### src/rtl/pair_triple_vote_ctrl.sv
// Serial three-ballot pair/triple vote controller.
// Collects ballots, emits a registered verdict, keeps saturating tallies.
module pair_triple_vote_ctrl #(
  parameter int CNT_W = 4
) (
  input  logic             clk,
  input  logic             reset,
  input  logic             in_val,
  output logic             in_rdy,
  input  logic             in_bit,
  output logic             out_val,
  input  logic             out_rdy,
  output logic             out_result,
  input  logic             abort,
  output logic [CNT_W-1:0] round_count,
  output logic [CNT_W-1:0] pass_count
);

  typedef enum logic [1:0] {
    C0  = 2'd0,
    C1  = 2'd1,
    C2  = 2'd2,
    RES = 2'd3
  } state_t;

  localparam logic [CNT_W-1:0] CNT_MAX = '1;

  state_t state;
  state_t state_nx;

  logic b0;
  logic b1;
  logic b2;

  logic in_xfer;
  logic out_xfer;
  logic maj;

  // Handshake outputs depend only on state and reset.
  always_comb begin
    in_rdy  = reset && (state != RES);
    out_val = (state == RES);
  end

  // Transfers are masked by abort, which wins over both streams.
  always_comb begin
    in_xfer  = in_val && in_rdy && !abort;
    out_xfer = out_val && out_rdy && !abort;
    maj      = (b0 & b1) | (b0 & in_bit) | (b1 & in_bit);
  end

  // State register.
  always_ff @(posedge clk or negedge reset) begin
    if (!reset) begin
      state <= C0;
    end else begin
      state <= state_nx;
    end
  end

  // Next-state: advance on each accepted ballot, return on consume or abort.
  always_comb begin
    state_nx = state;
    if (abort) begin
      state_nx = C0;
    end else begin
      unique case (state)
        C0:  if (in_xfer)  state_nx = C1;
        C1:  if (in_xfer)  state_nx = C2;
        C2:  if (in_xfer)  state_nx = RES;
        RES: if (out_xfer) state_nx = C0;
        default: state_nx = C0;
      endcase
    end
  end

  // Ballot capture and registered verdict.
  always_ff @(posedge clk or negedge reset) begin
    if (!reset) begin
      b0         <= 1'b0;
      b1         <= 1'b0;
      b2         <= 1'b0;
      out_result <= 1'b0;
    end else if (abort) begin
      b0         <= 1'b0;
      b1         <= 1'b0;
      b2         <= 1'b0;
      out_result <= 1'b0;
    end else if (in_xfer) begin
      unique case (state)
        C0: b0 <= in_bit;
        C1: b1 <= in_bit;
        C2: begin
          b2         <= in_bit;
          out_result <= maj;
        end
        default: ;
      endcase
    end
  end

  // Saturating tallies of consumed rounds and passing rounds.
  always_ff @(posedge clk or negedge reset) begin
    if (!reset) begin
      round_count <= '0;
      pass_count  <= '0;
    end else if (out_xfer) begin
      if (round_count != CNT_MAX) begin
        round_count <= round_count + 1'b1;
      end
      if (out_result && (pass_count != CNT_MAX)) begin
        pass_count <= pass_count + 1'b1;
      end
    end
  end

endmodule
### config.mk
export PLATFORM = sky130hd
export DESIGN_NAME = pair_triple_vote_ctrl
export DESIGN_NICKNAME = d
export VERILOG_FILES = /design/src/rtl/pair_triple_vote_ctrl.sv
export SDC_FILE = /design/constraint.sdc
export NUM_CORES = 1
export LEC_CHECK = 0
export CAP_MARGIN = 5
export CELL_PAD_IN_SITES_DETAIL_PLACEMENT = 0
export CELL_PAD_IN_SITES_GLOBAL_PLACEMENT = 1
export CORE_ASPECT_RATIO = 0.9
export CORE_MARGIN = 5
export CORE_UTILIZATION = 41
export DETAILED_ROUTE_END_ITERATION = 10
export GPL_TIMING_DRIVEN = 0
export PLACE_DENSITY = 0.83
export SLEW_MARGIN = 40
export SYNTH_ARGS = -nofsm -noshare
export SYNTH_HDL_FRONTEND = slang
export SYNTH_SLANG_ARGS = --single-unit
### constraint.sdc
create_clock -name clk -period 2.7 [get_ports clk]
set_input_delay 0.54 -clock clk [delete_from_list [all_inputs] [get_ports clk]]
set_output_delay 0.54 -clock clk [all_outputs]
set_load 0.03 [all_outputs]
==> flow_summary.ini, run 1 <==
[global_routing]
grt_first_pass_wirelength_mm = 2.60
number_of_antenna_violations_at_the_first_check_in_global_routing = 0
grt_overflow_total = 0
grt_max_degree = 19
track_usage = 0.122
grt_pass1_vias = 594

[drt]
first_iter_violations = 4
vias_per_cell = 5.16
first_pass_drt_iterations = 4
remaining_drc_errors = 0
detailed_route_via_count = 568
antenna_violating_nets_post_route = 0
wire_per_inst_um = 13.4
detail_route.wirelength_mm = 1.47

[place]
place_hpwl_mm = 1.13
place.detailed.instances = 106
post_dp_cell_area_um2 = 962
number_of_port_buffers = 16
routabilityCongestion = 0.726

[setup_path]
worst-setup-path-type = reg2out
timing.critical_path.arrival_ns = 1.80
critical_path_peak_fanout = 6
start_kind = register
worst-endpoint-required_ns = 2.16
worst_setup_path_end_kind = output pin

[timing]
slew_at_the_pin_with_the_worst_max_slew_slack_ns = 0.391
fin_crit_ns = 2.34
setup_violations = 0
achievable-frequency_mhz = 428
finalMaxSlewViolations = 0
timing.final.hold_violations = 0
timing.final.crit_share = 0.866
grt_setup_unrepaired = false
timing.slew.headroom = 0.739
timing.clock.skew_ns = 0.00356

[status]
status = finished, final reports clean

[floorplanning]
die_area_um2 = 2850
die_x_um = 55.7
floorplan.core_area_um2 = 1730
fp-row-count = 14
floorplan.initialDensity = 0.445
top_level_ports = 17
die_y_um = 51.2

[pwr]
power_density_of_the_placed_cells_nw_per_um2 = 579
leakage_nw = 0.454
power.total_w = 0.000569
vdd_ir_drop_max_mv = 0.330

[flow_run]
max_cap_viol_count = 0

[clock_tree]
cts.path.max_buffers = 2
cts_made_buffers = 3
clkSlewWorstSetupHoldPaths_ns = 0.08
clkSinkCount = 13
clock_tree.root_cell = clkbuf_4
worstSkewPairLatency_ns = 0.28
tritoncts = built
htreeDepth = 1

[finish]
finish.instance_area_um2 = 983
layoutNonFillerInstCount = 110
nNetsFinal = 101
fillCellCount = 158
share_of_cells_above_drive_strength_1 = 0.140
area_growth_syn_to_layout_pct = 27.4
antennaDiodeCount = 0

[synthesis]
synthesis.instances = 66
avgSynthCellArea_um2 = 11.7
syn-cell-area_um2 = 772
yosysWarnings = 0
yosys_register_bits = 13
syn-num-nets = 80
seq_area_frac_synth = 0.421
post_synth_num_cell_types = 29

[hold_path]
hold_path.class = in2async
[report_power, final]
part	internal [W]	switching [W]	total, W
clock	0.0000574	0.0000647	0.000122
sequential	0.000219	0.0000292	0.000248
combinational	0.0000949	0.000104	0.000199
total	0.000371	0.000198	0.000569
[repair_timing]
item,4_1_cts,5_1_grt
gates cloned,0,0
hold buffers,0,0
resized for setup,1,2
setup buffers,0,0
setup endpoints to repair,1,1
[routing by layer]
layer	up-vias	part of all wire	global-route usage
li1	278	-	-
met2	12	0.49	0.209
met1	273	0.43	0.128
met3	5	0.033	0.0277
met4	0	0.039	0.109
met5	-	0	0
[final timing paths]
| check | startpoint | to | slack (ns) | cells past startpoint |
|---|---|---|---|---|
| worst max-delay path | state[0] | in_rdy | 0.36 | 3 |
| worst min-delay path | reset | pass_count[3] | 0.17 | 1 |
| worst max register to register | state[0] | state[1] | 1.04 | 5 |
| worst min register to register | round_count[3] | round_count[3] | 0.49 | 1 |
| max in group asynchronous | reset | round_count[2] | 2.26 | 1 |
| min in group clk | round_count[3] | round_count[3] | 0.49 | 1 |
[cell usage after synthesis]
master	count	area [um2]
buf_6	1	11.3
mux2_2	2	22.5
ha_1	8	100
nor2b_1	2	12.5
or3_1	1	6.26
mux2i_1	4	40.0
o21bai_1	1	7.51
mux2_4	1	15.0
dfrtp_1	13	325
nand2_1	3	11.3
or4_4	1	11.3
nand4_1	1	6.26
and3_4	1	11.3
a31oi_1	1	6.26
a21oi_1	1	5.00
nand3_1	2	10.0
or3_4	1	11.3
o21ai_0	1	5.00
a22oi_2	1	12.5
a311oi_1	1	8.76
nand4b_1	2	17.5
nand3b_1	1	7.51
xnor2_1	3	26.3
xor2_1	1	8.76
nor2_1	3	11.3
inv_1	2	7.51
nand2b_1	4	25.0
and4b_1	2	20.0
nor4b_1	1	8.76
[cell type report]
| class | count | area [um2] | area share |
|---|---|---|---|
| sequential | 13 | 325 | 0.331 |
| buffer | 1 | 11.3 | 0.0115 |
| clock buffer | 4 | 26.3 | 0.0267 |
| tap | 24 | 30.0 | 0.0305 |
| timing repair buffer | 16 | 155 | 0.158 |
| inverter | 2 | 7.51 | 0.00763 |
| multi-input combinational | 50 | 428 | 0.435 |
[metrics by stage]
step | TNS [ns] | setup WS, ns | util | hold slack (ns)
after floorplan | 0 | 0.961 | - | 0.244
after global placement | -0.288 | -0.288 | 0.555 | 0.486
after detailed placement | -0.265 | -0.265 | 0.555 | 0.487
after CTS | 0 | 0.00345 | 0.569 | 0.421
after global routing | 0 | 0.266 | 0.567 | 0.185
final | 0 | 0.363 | 0.567 | 0.168
[critical path, cell delays in order (launching register included)]
cell             delay [ns]
dfrtp_1                0.43
ha_1                   0.27
nor2b_1                0.13
clkdlybuf4s50_1        0.68
[cells in the final DEF, fill, tap and decap left out, types with 3 or more instances in the layout]
cell and count:
ha_1 8, dfrtp_1 13, nor2_1 3, nand2_1 3
nand2b_1 4, mux2i_1 4, clkdlybuf4s50_1 15, clkbuf_4 3
xnor2_1 3
[logic make-up after synthesis]
| group | after synthesis | synth area share |
|---|---|---|
| simple gates | 25 | 0.220 |
| mux | 7 | 0.100 |
| buf+inv | 3 | 0.0243 |
| compound gates | 6 | 0.0583 |
| xor+xnor | 4 | 0.0454 |
| fa+ha+maj | 8 | 0.130 |
| flops | 13 | 0.421 |
[state kept, by name, indices dropped and copies added, names as in the netlist]
signal,cells
b0,1
round_count,4
pass_count,4
b1,1
out_result,1
state,2
Note: power is estimated with default switching activity, not from simulation.
==> run 2: changes to the inputs <==
--- a/config.mk
+++ b/config.mk
@@ -10,10 +10,11 @@
 export CELL_PAD_IN_SITES_GLOBAL_PLACEMENT = 1
 export CORE_ASPECT_RATIO = 0.9
 export CORE_MARGIN = 5
-export CORE_UTILIZATION = 41
+export CORE_UTILIZATION = 30
 export DETAILED_ROUTE_END_ITERATION = 10
 export GPL_TIMING_DRIVEN = 0
-export PLACE_DENSITY = 0.83
+export MAX_ROUTING_LAYER = met4
+export PLACE_DENSITY = 0.64
 export SLEW_MARGIN = 40
 export SYNTH_ARGS = -nofsm -noshare
 export SYNTH_HDL_FRONTEND = slang
==> run 2 against run 1 <==
First-iteration DRC count increased to 6.5 times the previous value. Via count down 0.53%. Total power shrank 0.50%. Routed wire length up 0.27%. Count of clock-buffer cells in the layout is the same. Cell count grew 3.6%. Setup slack lost 0.072 ns. Sequential cell count did not move. Sequential share of layout area fell by 0.37 points. Worst hold slack better by 0.11 ns. Utilization is 16 points lower. Clock power about the same.
==> flow_summary.ini, run 2 (same netlist as run 1, synthesis figures left out) <==
[pwr]
leakage_nw = 0.455
power_density_of_the_placed_cells_nw_per_um2 = 569
vdd_ir_drop_max_mv = 0.286
power.total_w = 0.000566

[floorplanning]
floorplan.core_area_um2 = 2470
fp-row-count = 17
top_level_ports = 17
die_y_um = 58.1
die_area_um2 = 3690
floorplan.initialDensity = 0.313
die_x_um = 63.5

[drt]
route.layer.met1.wl_um = 765
first_pass_drt_iterations = 4
remaining_drc_errors = 0
first_iter_violations = 26
wire_per_inst_um = 12.9
vias_per_cell = 4.96
detailed_route_via_count = 565
met3_wirelength_um = 113
maxUsedRoutingLayer = met4
routed-wl-met2_um = 565
antenna_violating_nets_post_route = 0
detail_route.wirelength_mm = 1.48

[setup_path]
cp-startpoint = reset
worst-setup-path-type = in2out
worst-endpoint-required_ns = 2.16
start_kind = input port
cpPeakStageDelay_ns = 0.68
timing.critical_path.arrival_ns = 1.87
critical_path.slowest_cell = clkdlybuf4s50_1
critical_path_peak_fanout = 18
worst_r2r_startpoint = state[0]
cp_cell_sequence = clkdlybuf4s15_2 > nor2b_1 > clkdlybuf4s50_1
worst_setup_path_end_kind = output pin

[timing]
grt_setup_unrepaired = false
slew_at_the_pin_with_the_worst_max_slew_slack_ns = 0.426
timing.final.crit_share = 0.892
setup_violations = 0
fin_crit_ns = 2.41
achievable-frequency_mhz = 415
timing.slew.headroom = 0.716
finalMaxSlewViolations = 0
timing.final.hold_violations = 0
timing.clock.skew_ns = 0.00444

[clock_tree]
cts_made_buffers = 3
worstSkewPairLatency_ns = 0.28
clkSinkCount = 13
cts.path.max_buffers = 2
htreeDepth = 1
tritoncts = built
clkSlewWorstSetupHoldPaths_ns = 0.08
cts_setup_buffers = 0
clock_tree.root_cell = clkbuf_4

[global_routing]
grt_max_degree = 19
grt_pass1_vias = 523
grt_overflow_total = 0
number_of_antenna_violations_at_the_first_check_in_global_routing = 0
grt_first_pass_wirelength_mm = 2.47
track_usage = 0.0912

[finish]
area_growth_syn_to_layout_pct = 28.8
reg.largest.list = pass_count x4, round_count x4, state x2
fillCellCount = 247
postLayoutCoreUtil = 0.403
layout_commonest_cell = clkdlybuf4s50_1
final_cell_mix = clkdlybuf4s50_1, dfrtp_1, ha_1
antennaDiodeCount = 0
nNetsFinal = 101
share_of_cells_above_drive_strength_1 = 0.140
layoutNonFillerInstCount = 114

[status]
status = finished, final reports clean

[hold_path]
hold_path.class = in2async

[place]
routabilityCongestion = 0.761
place_hpwl_mm = 1.11
number_of_port_buffers = 16
place.detailed.instances = 110

[flow_run]
max_cap_viol_count = 0
==> run 2: changes by cell type in the layout (fill, tap and decap cells not counted), sizes merged <==
cell | previous run | this run
clkbuf | 5 | 4
clkdlybuf4s15 | 0 | 1
==> run 2: repair_timing <==
item,in CTS,in global routing
setup endpoints to repair,1,0
gates resized for setup,3,0
endpoints found under the hold margin,0,0
hold buffers,0,0
==> run 2: per-layer routing <==
layer  vias to the layer above  GRT usage
met2                        20      0.120
met3                         5     0.0465
li1                        284          -
met5                         -          -
met4                         0     0.0445
met1                       256      0.113
==> run 2: layout make-up <==
cell class,count,area (um2),area share
well taps,28,35.0,0.0352
plain buffers,1,11.3,0.0113
repair buffers,16,161,0.162
inverters,2,7.51,0.00755
flip-flops and latches,13,325,0.327
clock buffers,4,26.3,0.0264
multi-input cells,50,428,0.430
==> run 2: worst paths after layout <==
kind	endpoint	slack [ns]	cells after the start
min in group clk	round_count[3]	0.50	1
worst max register to register	state[0]	1.05	5
worst min register to register	round_count[3]	0.50	1
worst max-delay path	in_rdy	0.29	3
worst min-delay path	out_result	0.28	1
max in group asynchronous	pass_count[0]	2.13	1
==> run 2: critical path: cells and delay by family <==
kind	cells	cell delay [ns]
buffers and inverters	2	1.13
and+or+nand+nor	1	0.20
==> run 2: where the power goes <==
part	switching (W)	leakage, nW	internal (W)
registers	0.0000293	0.179	0.000219
clock network	0.0000658	0.0150	0.0000573
logic	0.000101	0.261	0.0000941
==> run 2: stage by stage <==
stage | setup slack, ns | setup TNS [ns] | cell area, um2 | hold WS (ns)
5_1_grt | 0.184 | 0 | 995 | 0.293
4_1_cts | 0.243 | 0 | 995 | 0.281
3_5_place_dp | -0.273 | -0.273 | 967 | 0.496
3_3_place_gp | -0.313 | -0.313 | 967 | 0.488
6_report | 0.291 | 0 | 995 | 0.277
2_1_floorplan | 0.961 | 0 | 772 | 0.244
